File: src/rtl/multicycle_control.sv
// Multicycle instruction-sequencing controller.
// Walks each instruction through FETCH / DECODE / EXEC / MEM / WB, raises
// the datapath strobes for each phase, counts retired instructions and parks
// in TRAP on an unsupported opcode until the next reset.
module multicycle_control (
  input  logic       clk,
  input  logic       rst_n,
  input  logic       run,
  input  logic [5:0] opcode,
  input  logic [5:0] func_field,
  input  logic       zero,
  input  logic       mem_ready,
  output logic [2:0] alu_op,
  output logic [5:0] func_out,
  output logic       pc_write,
  output logic       ir_write,
  output logic       mem_read,
  output logic       mem_write,
  output logic       reg_write,
  output logic       illegal,
  output logic [15:0] retired
);

  // Sequencer phases.
  typedef enum logic [2:0] {
    S_IDLE,
    S_FETCH,
    S_DECODE,
    S_EXEC,
    S_MEM,
    S_WB,
    S_TRAP
  } state_e;

  // Instruction class captured in DECODE; steers EXEC, MEM and WB.
  typedef enum logic [2:0] {
    C_R,
    C_LW,
    C_SW,
    C_BEQ,
    C_ADDI,
    C_ANDI,
    C_ORI,
    C_ILL
  } cls_e;

  // Opcode values recognised by the decoder.
  localparam logic [5:0] OP_R    = 6'b000000;
  localparam logic [5:0] OP_LW   = 6'b100011;
  localparam logic [5:0] OP_SW   = 6'b101011;
  localparam logic [5:0] OP_BEQ  = 6'b000100;
  localparam logic [5:0] OP_ADDI = 6'b001000;
  localparam logic [5:0] OP_ANDI = 6'b001100;
  localparam logic [5:0] OP_ORI  = 6'b001101;

  // ALU class codes handed to the ALU-control decoder.
  localparam logic [2:0] ALU_AND  = 3'b000;
  localparam logic [2:0] ALU_OR   = 3'b001;
  localparam logic [2:0] ALU_ADD  = 3'b010;
  localparam logic [2:0] ALU_FUNC = 3'b011;
  localparam logic [2:0] ALU_SUB  = 3'b110;

  state_e      state_q, state_d;
  cls_e        cls_q, cls_d;
  logic [5:0]  func_q, func_d;
  logic [15:0] retired_q, retired_d;
  cls_e        dec_cls;
  logic        done;

  // Map a raw opcode onto its instruction class.
  function automatic cls_e classify(input logic [5:0] op);
    unique case (op)
      OP_R:    classify = C_R;
      OP_LW:   classify = C_LW;
      OP_SW:   classify = C_SW;
      OP_BEQ:  classify = C_BEQ;
      OP_ADDI: classify = C_ADDI;
      OP_ANDI: classify = C_ANDI;
      OP_ORI:  classify = C_ORI;
      default: classify = C_ILL;
    endcase
  endfunction

  assign dec_cls = classify(opcode);

  // Instruction completion: the cycle after which retired advances and run
  // decides between FETCH and IDLE.
  always_comb begin
    done = 1'b0;
    unique case (state_q)
      S_EXEC:  done = (cls_q == C_BEQ);
      S_MEM:   done = (cls_q == C_SW) && mem_ready;
      S_WB:    done = 1'b1;
      default: done = 1'b0;
    endcase
  end

  // State, class, func and retired registers.
  // NOTE: sequential state uses non-blocking assignments so every flop
  // samples the pre-edge values computed by the combinational processes.
  // NOTE: the async reset clears every flop here, which is what drops the
  // Moore strobes (e.g. mem_write mid-MEM) without waiting for a clock edge.
  always_ff @(posedge clk or negedge rst_n) begin
    if (!rst_n) begin
      state_q   <= S_IDLE;
      cls_q     <= C_R;
      func_q    <= 6'b000000;
      retired_q <= 16'h0000;
    end else begin
      state_q   <= state_d;
      cls_q     <= cls_d;
      func_q    <= func_d;
      retired_q <= retired_d;
    end
  end

  // Next-state logic.
  // NOTE: state_d takes a default before the case so no path leaves it
  // unassigned, which would otherwise infer a latch.
  always_comb begin
    state_d = state_q;
    unique case (state_q)
      S_IDLE: begin
        if (run) state_d = S_FETCH;
      end
      S_FETCH: begin
        if (mem_ready) state_d = S_DECODE;
      end
      S_DECODE: begin
        state_d = (dec_cls == C_ILL) ? S_TRAP : S_EXEC;
      end
      S_EXEC: begin
        unique case (cls_q)
          C_LW, C_SW: state_d = S_MEM;
          C_BEQ:      state_d = run ? S_FETCH : S_IDLE;
          C_ILL:      state_d = S_TRAP;
          default:    state_d = S_WB;
        endcase
      end
      S_MEM: begin
        if (mem_ready) begin
          if (cls_q == C_LW) state_d = S_WB;
          else               state_d = run ? S_FETCH : S_IDLE;
        end
      end
      S_WB: begin
        state_d = run ? S_FETCH : S_IDLE;
      end
      S_TRAP: begin
        state_d = S_TRAP;
      end
      default: begin
        state_d = S_IDLE;
      end
    endcase
  end

  // Class/func capture in DECODE and the retired-instruction counter.
  always_comb begin
    cls_d     = cls_q;
    func_d    = func_q;
    retired_d = retired_q;
    if (state_q == S_DECODE) begin
      cls_d  = dec_cls;
      func_d = func_field;
    end
    if (done) retired_d = retired_q + 16'd1;  // wraps 0xFFFF -> 0x0000
  end

  // Moore outputs from state and latched class; FETCH completion and the
  // beq branch decision also look at mem_ready and zero in the same cycle.
  always_comb begin
    alu_op    = ALU_AND;
    pc_write  = 1'b0;
    ir_write  = 1'b0;
    mem_read  = 1'b0;
    mem_write = 1'b0;
    reg_write = 1'b0;
    illegal   = 1'b0;
    unique case (state_q)
      S_FETCH: begin
        alu_op   = ALU_ADD;
        mem_read = 1'b1;
        ir_write = mem_ready;
        pc_write = mem_ready;
      end
      S_DECODE: begin
        alu_op = ALU_ADD;
      end
      S_EXEC: begin
        unique case (cls_q)
          C_R:                alu_op = ALU_FUNC;
          C_LW, C_SW, C_ADDI: alu_op = ALU_ADD;
          C_BEQ: begin
            alu_op   = ALU_SUB;
            pc_write = zero;
          end
          C_ANDI:             alu_op = ALU_AND;
          C_ORI:              alu_op = ALU_OR;
          default:            alu_op = ALU_AND;
        endcase
      end
      S_MEM: begin
        // Class is exactly one of LW/SW here, so the two strobes are exclusive.
        mem_read  = (cls_q == C_LW);
        mem_write = (cls_q == C_SW);
      end
      S_WB: begin
        reg_write = 1'b1;
      end
      S_TRAP: begin
        illegal = 1'b1;
      end
      default: begin
        alu_op = ALU_AND;
      end
    endcase
  end

  assign func_out = func_q;
  assign retired  = retired_q;

endmodule
File: config.mk
export PLATFORM = sky130hd
export DESIGN_NAME = multicycle_control
export DESIGN_NICKNAME = d
export VERILOG_FILES = /design/src/rtl/multicycle_control.sv
export SDC_FILE = /design/constraint.sdc
export NUM_CORES = 1
export LEC_CHECK = 0
export ABC_AREA = 1
export CAP_MARGIN = 5
export CORE_MARGIN = 8
export CORE_UTILIZATION = 48
export CTS_CLUSTER_SIZE = 16
export DETAILED_ROUTE_END_ITERATION = 10
export PLACE_DENSITY_LB_ADDON = 0.08
export SYNTH_ARGS = -nofsm -noshare
export SYNTH_HDL_FRONTEND = slang
export SYNTH_SLANG_ARGS = --single-unit
export TNS_END_PERCENT = 30
File: constraint.sdc
create_clock -name clk -period 1.5 [get_ports clk]
set_input_delay 0.3 -clock clk [delete_from_list [all_inputs] [get_ports clk]]
set_output_delay 0.3 -clock clk [all_outputs]
set_load 0.01 [all_outputs]
* Word level (Yosys, flattened, before mapping)
Cells that the tools add are included.
** Operators by class
- Add/subtract/negate cells :: 1
- Equality and inequality tests :: 22
- Multiplexer cells :: 19
- Reductions and logical operators :: 8
** Operator list (number)
- one-hot mux 3 bit (7 select lines) :: 2
- equality test 3 bit, second input constant :: 7
- equality test 6 x 4 -> 1 bit, second input constant :: 3
- adder 16 x 1 -> 16 bit, second input constant :: 1
- 2-to-1 mux 3 bit :: 5
- equality test 3 x 2 -> 1 bit, second input constant :: 4
- equality test 6 bit, second input constant :: 2
- one-hot mux 3 bit (4 select lines) :: 1
- one-hot mux 3 bit (3 select lines) :: 1
- equality test 3 x 1 -> 1 bit, second input constant :: 2
- equality test 6 x 3 -> 1 bit, second input constant :: 1
- zero test 3 bit :: 2
- zero test 6 bit :: 1
- 2-to-1 mux 1 bit :: 6
- inequality test 2 bit, second input constant :: 3
- one-hot mux 3 bit (2 select lines) :: 1
- one-hot mux 1 bit (2 select lines) :: 2
- OR reduction 2 bit :: 2
- one-hot mux 1 bit (3 select lines) :: 1
- AND reduction 3 bit :: 1
- OR reduction 3 bit :: 1
- logical AND 1 bit :: 1
** Word-level totals
- Register bits :: 28
- Input port bits :: 17
- Output and inout port bits :: 31
- Word-level logic and storage cells :: 54

* Depth between registers and ports, before layout
- Depth after elaboration :: 5
- Mapped depth :: 10
- Depth with buffers taken out :: 10

* Least setup slack after synthesis
Ideal clock, no wire load.
- Kind :: register to output
- Start :: reg state_q[0]
- End :: out alu_op[1]
- Arrival :: 1.096 ns
- Data required time :: 1.200 ns
- Path slack :: 0.104 ns
- Stages on the path, launching flop included :: 6
- Path buffers :: 0
- Cells stage by stage :: dfrtp_1 -> inv_1 -> nand2_1 -> nor2_1 -> inv_1 -> o211ai_1
** On the way
- Longest elaborated chain between the ends :: 3
- Elaborated cells on any way between the ends :: 5
- Those cells by class :: 3 x eq/ne; 1 x mux; 1 x reduce/logical
** RTL lines
- start, declared :: RTL line 63 : state_e state_q, state_d;
- start signal, assigned :: RTL line 110 : state_q <= state_d;
- equality test 3 x 2 -> 1 bit or equality test 3 x 1 -> 1 bit (tied branches) :: RTL line 180 : unique case (state_q)
- OR reduction 2 bit (no line)
- one-hot mux 3 bit (2 select lines) * :: RTL line 180
- end, declared :: RTL line 13 : output logic [2:0] alu_op,
Mark *: on every way between the ends. The rest lies on a longest branch, timed or not.

* Final worst setup path
- Start :: reg state_q[1]
- End :: out mem_read
** On the way
- Longest elaborated chain between the ends :: 2
- Elaborated cells on any way between the ends :: 3
- Those cells by class :: 2 x eq/ne; 1 x mux
** RTL lines
- equality test 3 bit or equality test 3 x 1 -> 1 bit (tied branches) :: RTL line 180
- one-hot mux 1 bit (2 select lines) * :: RTL line 180
- end, declared :: RTL line 17 : output logic mem_read,
Marked as above.

==> insert_results.sql <==
INSERT INTO impl_metrics (metric_group, metric, value, unit) VALUES
('detailed_routing', 'routed_via_density', '5.00', ''),
('global_route', 'maximum_number_of_pins_on_one_net_before_global_route_repair', '29', ''),
('critical_path', 'worst_setup_path_end_kind', 'primary output', ''),
('critical_path', 'reg2reg_slack', '-0.14', 'ns'),
('detailed_routing', 'drc', '0', ''),
('sta', 'final.setup_skew', '0.0146', 'ns'),
('clock_network', 'clock_sink_count', '28', ''),
('logic_synthesis', 'syn-cell-area', '1730', 'µm²'),
('floorplanning', 'chipWidth', '76.0', 'µm'),
('logic_synthesis', 'ys_ff_latch', '28', ''),
('floorplanning', 'dieHeight', '76.0', 'µm'),
('clock_network', 'cts_max_path_buffers', '2', ''),
('critical_path', 'reg2reg_path_depth', '10', ''),
('outcome', 'failing_checks', 'negative setup slack', ''),
('critical_path', 'worstSetupStartpointType', 'register', ''),
('logic_synthesis', 'synth_simple_gate_area_share', '38.4', '%'),
('critical_path', 'path_cells', 'buf_6, inv_4, nand3_4, buf_4, nand2_1, buf_2', ''),
('sta', 'rsz_0062_raised_after_global_routing', 'yes', ''),
('sta', 'slew_headroom', '76.2', '%'),
('job', 'maxCapViolations', '0', ''),
('clock_network', 'tritoncts_clock_tree', 'yes', ''),
('logic_synthesis', 'synth_top_family_by_area', 'simple AND/OR/NAND/NOR gates', ''),
('detailed_routing', 'number_of_detailed_route_iterations_in_the_first_pass', '4', ''),
('logic_synthesis', 'postSynthCellCount', '236', ''),
('sta', 'post-route-worst-setup-slack', '-0.216', 'ns'),
('floorplanning', 'core_region_area', '3390', 'µm²'),
('logic_synthesis', 'synth_area_per_cell', '7.31', 'µm²'),
('critical_path', 'cp_data_arrival_time', '1.42', 'ns'),
('sta', 'report.final.setup_viol', '34', ''),
('critical_path', 'timing.setup.critical_path_class', 'register to primary output', ''),
('critical_path', 'slowest_delay', '0.46', 'ns'),
('critical_path', 'critical_path.endpoint', 'mem_read', ''),
('place', 'gp_congestion', '0.889', ''),
('clock_network', 'insertion_delay', '0.34', 'ns'),
('detailed_routing', 'drt_iter0_drc', '103', ''),
('critical_path', 'worst_r2r_endpoint', 'retired[2]', ''),
('sta', 'period_share', '114', '%'),
('logic_synthesis', 'netlist.top_cell.by_area', 'dfrtp_1', ''),
('detailed_routing', 'routedWlPerCell', '13.5', 'µm'),
('global_route', 'grt.overflow.total', '0', ''),
('clock_network', 'root_buffer', 'clkbuf_4', ''),
('clock_network', 'clkSlewWorstSetupHoldPaths', '0.17', 'ns'),
('cells_and_area', 'post_layout_nets', '358', ''),
('logic_synthesis', 'ys_types', '30', ''),
('floorplanning', 'initial_utilization', '50.9', '%'),
('place', 'place.detailed.instances', '361', ''),
('logic_synthesis', 'synth_top_area_share', '40.6', '%'),
('cells_and_area', 'layout-area-overhead-vs-synth', '62.8', '%'),
('logic_synthesis', 'yosysWarnings', '0', ''),
('sta', 'timing.fmax', '0.583', 'GHz'),
('sta', 'timing.final.max_slew_violations', '0', ''),
('global_route', 'vias_in_the_first_global_route', '1936', ''),
('global_route', 'grt_antenna_before_repair', '0', ''),
('critical_path', 'cp-startpoint', 'state_q[1]', ''),
('critical_path', 'r2r_start', 'state_q[1]', ''),
('outcome', 'run_status', 'complete, but fails checks', ''),
('global_route', 'grt_pass1_wl', '8.45', 'mm'),
('place', 'portBuffers', '47', ''),
('logic_synthesis', 'portion_of_netlist_area_occupied_by_mux_cells', '0', '%'),
('power_and_ir_drop', 'power.ir.vdd_worst', '0.882', 'mV'),
('place', 'post-dp-hpwl', '3.45', 'mm'),
('sta', 'worst_slew_pin_slew', '0.354', 'ns'),
('cells_and_area', 'final_layout_size_suffix_gt1_share', '31.0', '%'),
('critical_path', 'slowest_stage', 'dfrtp_1', ''),
('floorplanning', 'io_pins', '48', ''),
('logic_synthesis', 'post_synth_main_area_contributors', 'dfrtp_1 (41%), nand2_1 (17%), inv_1 (5.7%)', ''),
('logic_synthesis', 'synth_fa_ha_area_share', '0.725', '%'),
('sta', 'finalHoldWorstSlack', '0.320', 'ns'),
('logic_synthesis', 'synth-compound-area-share', '6.38', '%'),
('floorplanning', 'full_die_area', '5770', 'µm²'),
('clock_network', 'cts_max_level', '1', '');
==> worst max-delay path: cells and delay by family, from the launching register on <==
kind                   cells  cell delay, ns
buffers and inverters      4            0.49
DFF                        1            0.46
and+or+nand+nor            2            0.14
==> layer usage <==
metal  up-vias  part of all wire (%)  GRT usage (%)  routed length, µm
met5         -                     0              0                  0
met4         0                   2.3           4.90                121
met3        10                   7.8           5.19                403
met2        64                    49           29.8               2570
met1       898                    40           19.2               2100
li1        953                     -              -                  -
==> state kept, by name, indices dropped and copies added, names as in the netlist <==
register	count
retired	16
func_out	6
cls_q	3
state_q	3
==> cell type report <==
cell class,instances,area (µm²)
clock inverters,1,30.0
flip-flops and latches,28,702
fillers,210,581
multi-input cells,178,1010
well taps,46,57.6
inverters,28,110
repair buffers,101,875
clock buffers,3,22.5
==> logic make-up (layout without fill, tap and decap cells) <==
| kind of cell | Yosys count | in the layout |
|---|---|---|
| AND/OR/NAND/NOR | 146 | 146 |
| buffers and inverters | 30 | 133 |
| flip-flops | 28 | 28 |
| AO/OA/AOI/OAI | 18 | 18 |
| XOR/XNOR | 13 | 13 |
| adder cells (fa/ha/maj) | 1 | 1 |
==> worst min path at each step <==
stage,start,slack (ns),endpoint,cells after the start
4_1_cts,rst_n,0.34,retired[0],2
5_1_grt,rst_n,0.34,retired[5],2
3_3_place_gp,func_out[0],0.45,func_out[0],2
3_5_place_dp,func_out[0],0.46,func_out[0],2
2_1_floorplan,rst_n,0.004,cls_q[0],0
6_report,rst_n,0.32,retired[0],2
==> synthesized netlist by cell type, drive strengths merged <==
library cell,number
nand2,83
nor2,31
dfrtp,28
inv,28
nand3,20
o21ai,11
nor3,9
xor2,8
xnor2,5
a21oi,3
buf,2
nand4,2
a211oi,1
ha,1
o211ai,1
o21a,1
o22ai,1
or2,1
==> repair_timing <==
item	4_1_cts	5_1_grt
pin swaps	9	11
setup buffers	19	2
hold buffers	0	0
resized for setup	92	20
endpoints found under the setup margin	41	35
==> placed cells by master, fill, tap and decap left out, drive strengths merged, types with 2 or more instances in the layout <==
| cell type | n |
|---|---|
| nand2 | 83 |
| buf | 63 |
| nor2 | 31 |
| dfrtp | 28 |
| inv | 28 |
| dlygate4sd2 | 22 |
| nand3 | 20 |
| clkdlybuf4s50 | 16 |
| o21ai | 11 |
| nor3 | 9 |
| xor2 | 8 |
| xnor2 | 5 |
| clkbuf | 3 |
| a21oi | 3 |
| nand4 | 2 |
==> where the power goes <==
| group | internal (mW) | switching (mW) | total [mW] | leakage (nW) |
|---|---|---|---|---|
| Combinational | 1.18 | 1.28 | 2.46 | 1.05 |
| Clock | 0.270 | 0.240 | 0.510 | 0.0279 |
| Sequential | 0.982 | 0.200 | 1.18 | 0.352 |
==> metrics by stage <==
stage	instance area [µm²]	util, %
finish	2810	82.9
global route	2810	82.9
CTS	2720	80.2
detailed placement	2490	73.4
global placement	2490	73.4
floorplan	1730	-
Power figures use the tool's default switching activity.
==> variant 1: new RTL, config.mk and constraints unchanged <==
Re-encode `state_e` (7 states) as one-hot, 7 bits wide.
--- a/src/rtl/multicycle_control.sv
+++ b/src/rtl/multicycle_control.sv
@@ -24,10 +24,10 @@
   // Sequencer phases.
-  typedef enum logic [2:0] {
-    S_IDLE,
-    S_FETCH,
-    S_DECODE,
-    S_EXEC,
-    S_MEM,
-    S_WB,
-    S_TRAP
+  typedef enum logic [6:0] {
+    S_IDLE   = 7'b0000001,
+    S_FETCH  = 7'b0000010,
+    S_DECODE = 7'b0000100,
+    S_EXEC   = 7'b0001000,
+    S_MEM    = 7'b0010000,
+    S_WB     = 7'b0100000,
+    S_TRAP   = 7'b1000000
   } state_e;
Function: same outputs for any inputs over 10 cycles, from zero or initial values and one cycle with rst_n low; not proved beyond that.
==> variant 1 against the unedited design <==
- the run still ends with setup timing left
- cell area increased by 14%
- critical path depth increased by 3
- largest power group unchanged
- sequential share of layout area increased by 0.089 points
- routed wire length increased by 18%
- power decreased by 14%
- setup slack got worse by 56 ps
- largest cell class unchanged
- synthesized area increased by 21%
- maximum frequency decreased by 3.1%
- sequential cell count increased by 4
==> variant 1: results (changes against the unedited design) <==
The logs give 0.223 (was 0.192) for the global-route track usage on met1 and 25 (was 34) for the number of setup violations in the final report. The net total in the final layout is 419 (was 358). The number of standard cells in the layout, taps in and fillers out came out at 454 (was 385).

Failing checks: setup timing (unchanged). The net count after synthesis was 325 (was 254). Share of layout cells above drive strength 1: 0.256 (was 0.310). The final worst setup slack was -272 ps (was -216 ps).

Reg-to-reg startpoint: state_q[0]$_DFFE_PN1P_ (was state_q[1]$_DFFE_PN0P_). The logs give 118 (was 103) for the violation count after the first detailed-routing iteration and 5 (was 3) for the number of buffers created by CTS. The logs give 33 (was 29) for the largest net degree at the start of global routing and 0.385 (was 0.406) for the sequential cell area fraction in the yosys report. The run gives 826 uW (was 510 uW) as the clock group total power. The arrival time reported for the critical path endpoint is 1470 ps (was 1420 ps). The tools report the destination of the worst register-to-register timing path as retired[12]$_DFFE_PN0P_ (was retired[2]$_DFFE_PN0P_). The met3 routed wirelength was 372 um (was 403 um). The run finished, with violations left.

The switching portion of total power works out to 0.366 (was 0.414). The met2 track utilization from global routing is 0.315 (was 0.298). The logs give 3050 um (was 2570 um) for the wire length on met2 and 9960 um (was 8450 um) for the first-pass GRT wire length. Most instantiated cells after synthesis: nand2_1 (101), inv_1 (36), nor2_1 (36) (was nand2_1 (80), dfrtp_1 (28), inv_1 (26), nor2_1 (26), nand3_1 (18)). The run gives -429 ps (was -359 ps) as the worst slack at placement.

Placer congestion estimate: 0.864 (was 0.889). The tools report the all-layer global routing usage as 0.190 (was 0.170). The number of levels in the clock H-tree came out at 2 (was 1).

The final clock skew is 9.97 ps (was 14.6 ps).
==> variant 1: cell types whose count changed after synthesis, sizes merged, moves of 6 or more <==
cell / unedited run / this run
nand3: 20 / 26
o21ai: 11 / 17
nor2: 31 / 41
nand4: 2 / 11
nand2: 83 / 105
inv: 28 / 41
==> variant 1: timing repair <==
item	CTS	global route
buffers inserted	9	2
gates resized for setup	78	28
pin swaps	15	13
gates cloned	2	0
endpoints found under the setup margin	45	45
hold buffers	0	0
==> variant 1: worst max path at each step <==
stage                                 startpoint                endpoint  slack, ps  depth (start not counted)
after floorplan           retired[0]$_DFFE_PN0P_  retired[8]$_DFFE_PN0P_         10                          7
after global placement    state_q[4]$_DFFE_PN0P_                pc_write       -390                          8
after detailed placement  state_q[4]$_DFFE_PN0P_                pc_write       -430                          8
after CTS                 state_q[3]$_DFFE_PN0P_                pc_write       -260                          9
after global routing      state_q[2]$_DFFE_PN0P_                mem_read       -370                          6
final                     state_q[2]$_DFFE_PN0P_                pc_write       -270                          9
==> variant 1: kinds of logic (layout without fill, tap and decap cells) <==
kind of cell             count (synthesis)  count (layout)  synth area share
AND/OR/NAND/NOR                        194             194             0.415
adder cells (fa/ha/maj)                  1               1           0.00601
buffers and inverters                   49             144             0.102
AO/OA/AOI/OAI                           23              23            0.0583
flip-flops                              32              32             0.385
XOR/XNOR                                 8               8            0.0337
==> variant 1: per-stage QoR <==
stage,setup TNS (ps),power [uW],util
after global placement,-5840,2450,0.674
after detailed placement,-6060,2470,0.674
final,-4530,3550,0.751
after global routing,-7380,3780,0.751
after floorplan,0,1820,-
after CTS,-4340,3440,0.735
==> variant 1: final cells by class <==
type	count	area (um^2)
flip-flops and latches	32	803
clock inverters	2	35.0
repair buffers	94	893
multi-input cells	226	1170
well taps	52	65.1
fillers	340	1060
inverters	42	160
clock buffers	6	72.6
==> variant 2: new RTL, config.mk and constraints unchanged <==
Made on the original files. Register the output `retired` once more; this adds one clock of latency there. The other outputs are not delayed to match. Comments in the files are not updated.
--- a/src/rtl/multicycle_control.sv
+++ b/src/rtl/multicycle_control.sv
@@ -220,3 +220,5 @@
   assign func_out = func_q;
-  assign retired  = retired_q;
+  always_ff @(posedge clk) begin
+    retired <= retired_q;
+  end
 
Behaviour: not the same (Yosys sat finds a counterexample within 10 cycles, from zero or initial values and one cycle with rst_n low).
==> variant 2 against the unedited design <==
- the run still ends with setup timing left
- count of clock-buffer cells in the layout rose by 2
- routed wire length rose by 2.0%
- first-iteration DRC count rose by 50%
- synthesized area rose by 16%
- cell area rose by 9.8%
- non-clock buffer count fell by 10
- sequential cell count rose by 16
- setup slack improved by 66 ps
- global-route usage fell by 0.57 points
- power rose by 18%
- largest power group unchanged
- highest routed layer unchanged
==> variant 2: results (changes against the unedited design) <==
The async set-reset flop share out of synthesis is 0.636 (was 1.00). Cell types with the largest area share after synthesis: dfrtp_1 (35%), dfxtp_1 (16%), nand2_1 (15%), nor2_1 (6.0%), inv_1 (5.3%) (was dfrtp_1 (41%), nand2_1 (17%), inv_1 (5.7%), nor2_1 (5.7%), nand3_1 (5.2%)). The net count after synthesis is 273 (was 254). The tools report the root buffer cell as clkbuf_8 (was clkbuf_4).

The number of distinct library cells after synthesis is 28 (was 30). The flow ran to the end, but the final reports show violations. The tools report the number of buffers created by CTS as 5 (was 3).

The share of the synthesized area in compound gates (AO/OA/AOI/OAI) came out at 0.0495 (was 0.0638). The total detailed-routing wirelength is 5300 um (was 5200 um). The logs give 8380 um (was 8450 um) for the first-pass GRT wire length and 0.716 (was 0.762) for the worst relative slew slack. The clock latency on the worst-skew pair was 300 ps (was 340 ps). For the combinational power, the log shows 2270 uW (was 2460 uW). The tools report the final clock skew as 4.35 ps (was 14.6 ps). The logs give 383 (was 361) for the count of placed standard cells including taps and 924 uW (was 510 uW) for the clock group total power. The CTS clock-pin slew for the worst setup and hold paths was 80 ps (was 170 ps); the reported leakage power was 0.00157 uW (was 0.00143 uW). The logs give -150 ps (was -216 ps) for the final worst setup slack and 370 (was 358) for the net total in the final layout. The share of layout cells above drive strength 1 was 0.272 (was 0.310). Most instantiated cells after synthesis: nand2_1 (82), nor2_1 (32), dfrtp_1 (28), inv_1 (28) (was nand2_1 (80), dfrtp_1 (28), inv_1 (26), nor2_1 (26), nand3_1 (18)). Failing checks: setup timing (unchanged). The average footprint of a synthesized cell was 7.83 um^2 (was 7.31 um^2). The destination of the worst register-to-register timing path was retired_q[2]$_DFFE_PN0P_ (was retired[2]$_DFFE_PN0P_). The arithmetic-cell share of the synthesized area counting full adders, half adders and majority gates was 0.00627 (was 0.00725); the placer congestion estimate was 0.869 (was 0.889). The sequential cell area fraction in the yosys report came out at 0.511 (was 0.406). The via count of the first global-routing pass is 1871 (was 1936), and the all-layer global routing usage is 0.164 (was 0.170). The logs give 0.463 (was 0.593) for the part of the total power dissipated in combinational logic and 1840 ps (was 1420 ps) for the arrival time reported for the critical path endpoint. The logs give 2 (was 1) for the number of levels in the clock H-tree and 1400 uV (was 882 uV) for the peak ir drop on the vdd network.

The setup TNS was -2740 ps (was -3330 ps). Number of setup violations in the final report: 28 (was 34).
## variant 2: cell types whose count changed in the layout (fill, tap and decap cells not counted), moves of 3 or more
cell,change
buf_4,-3
buf_6,-8
clkbuf_4,-3
clkbuf_8,+5
clkdlybuf4s50_1,+9
dfxtp_1,+16
dlygate4sd2_1,-17
dlymetal6s2s_1,+8
nand2_2,+5
nor2_1,+6
o21ai_0,+3
## variant 2: layer usage
| metal | global-route usage | up-vias | share of wire |
|---|---|---|---|
| met1 | 0.192 | 934 | 0.43 |
| met4 | 0.0509 | 0 | 0.0096 |
| met5 | 0 | - | 0 |
| met2 | 0.270 | 56 | 0.48 |
| met3 | 0.0614 | 5 | 0.076 |
| li1 | - | 997 | - |
## variant 2: cell type report
| class | count | area, um^2 |
|---|---|---|
| clock buffer | 5 | 68.8 |
| clock inverter | 3 | 46.3 |
| fill | 302 | 916 |
| inverter | 29 | 109 |
| multi-input combinational | 181 | 965 |
| sequential | 44 | 1020 |
| tap | 50 | 62.6 |
| timing repair buffer | 91 | 808 |
## variant 2: kinds of logic after synthesis
| group | Yosys count |
|---|---|
| simple gates | 150 |
| flops | 44 |
| buf+inv | 31 |
| compound gates | 18 |
| xor+xnor | 11 |
| fa+ha+maj | 1 |
## variant 2: repair_timing
action,CTS,global route
cloned,0,1
buffers inserted,8,3
hold endpoints to repair,0,0
setup endpoints to repair,28,45
pin swaps,9,6
gates resized for setup,64,31
## variant 2: worst max-delay path: stages (launching register included)
cell     delay [ps]
dfrtp_2         450
buf_6           140
nor2_4          120
buf_4           130
nand4_1         180
buf_4           200
nand2_2         110
nand2_1          80
xor2_1          140
## variant 2: stage by stage
stage / setup slack (ps) / area, um^2
after floorplan: 150 / 2000
after global placement: -326 / 2760
after detailed placement: -331 / 2760
after CTS: -130 / 2980
after global routing: -216 / 3080
final: -150 / 3080
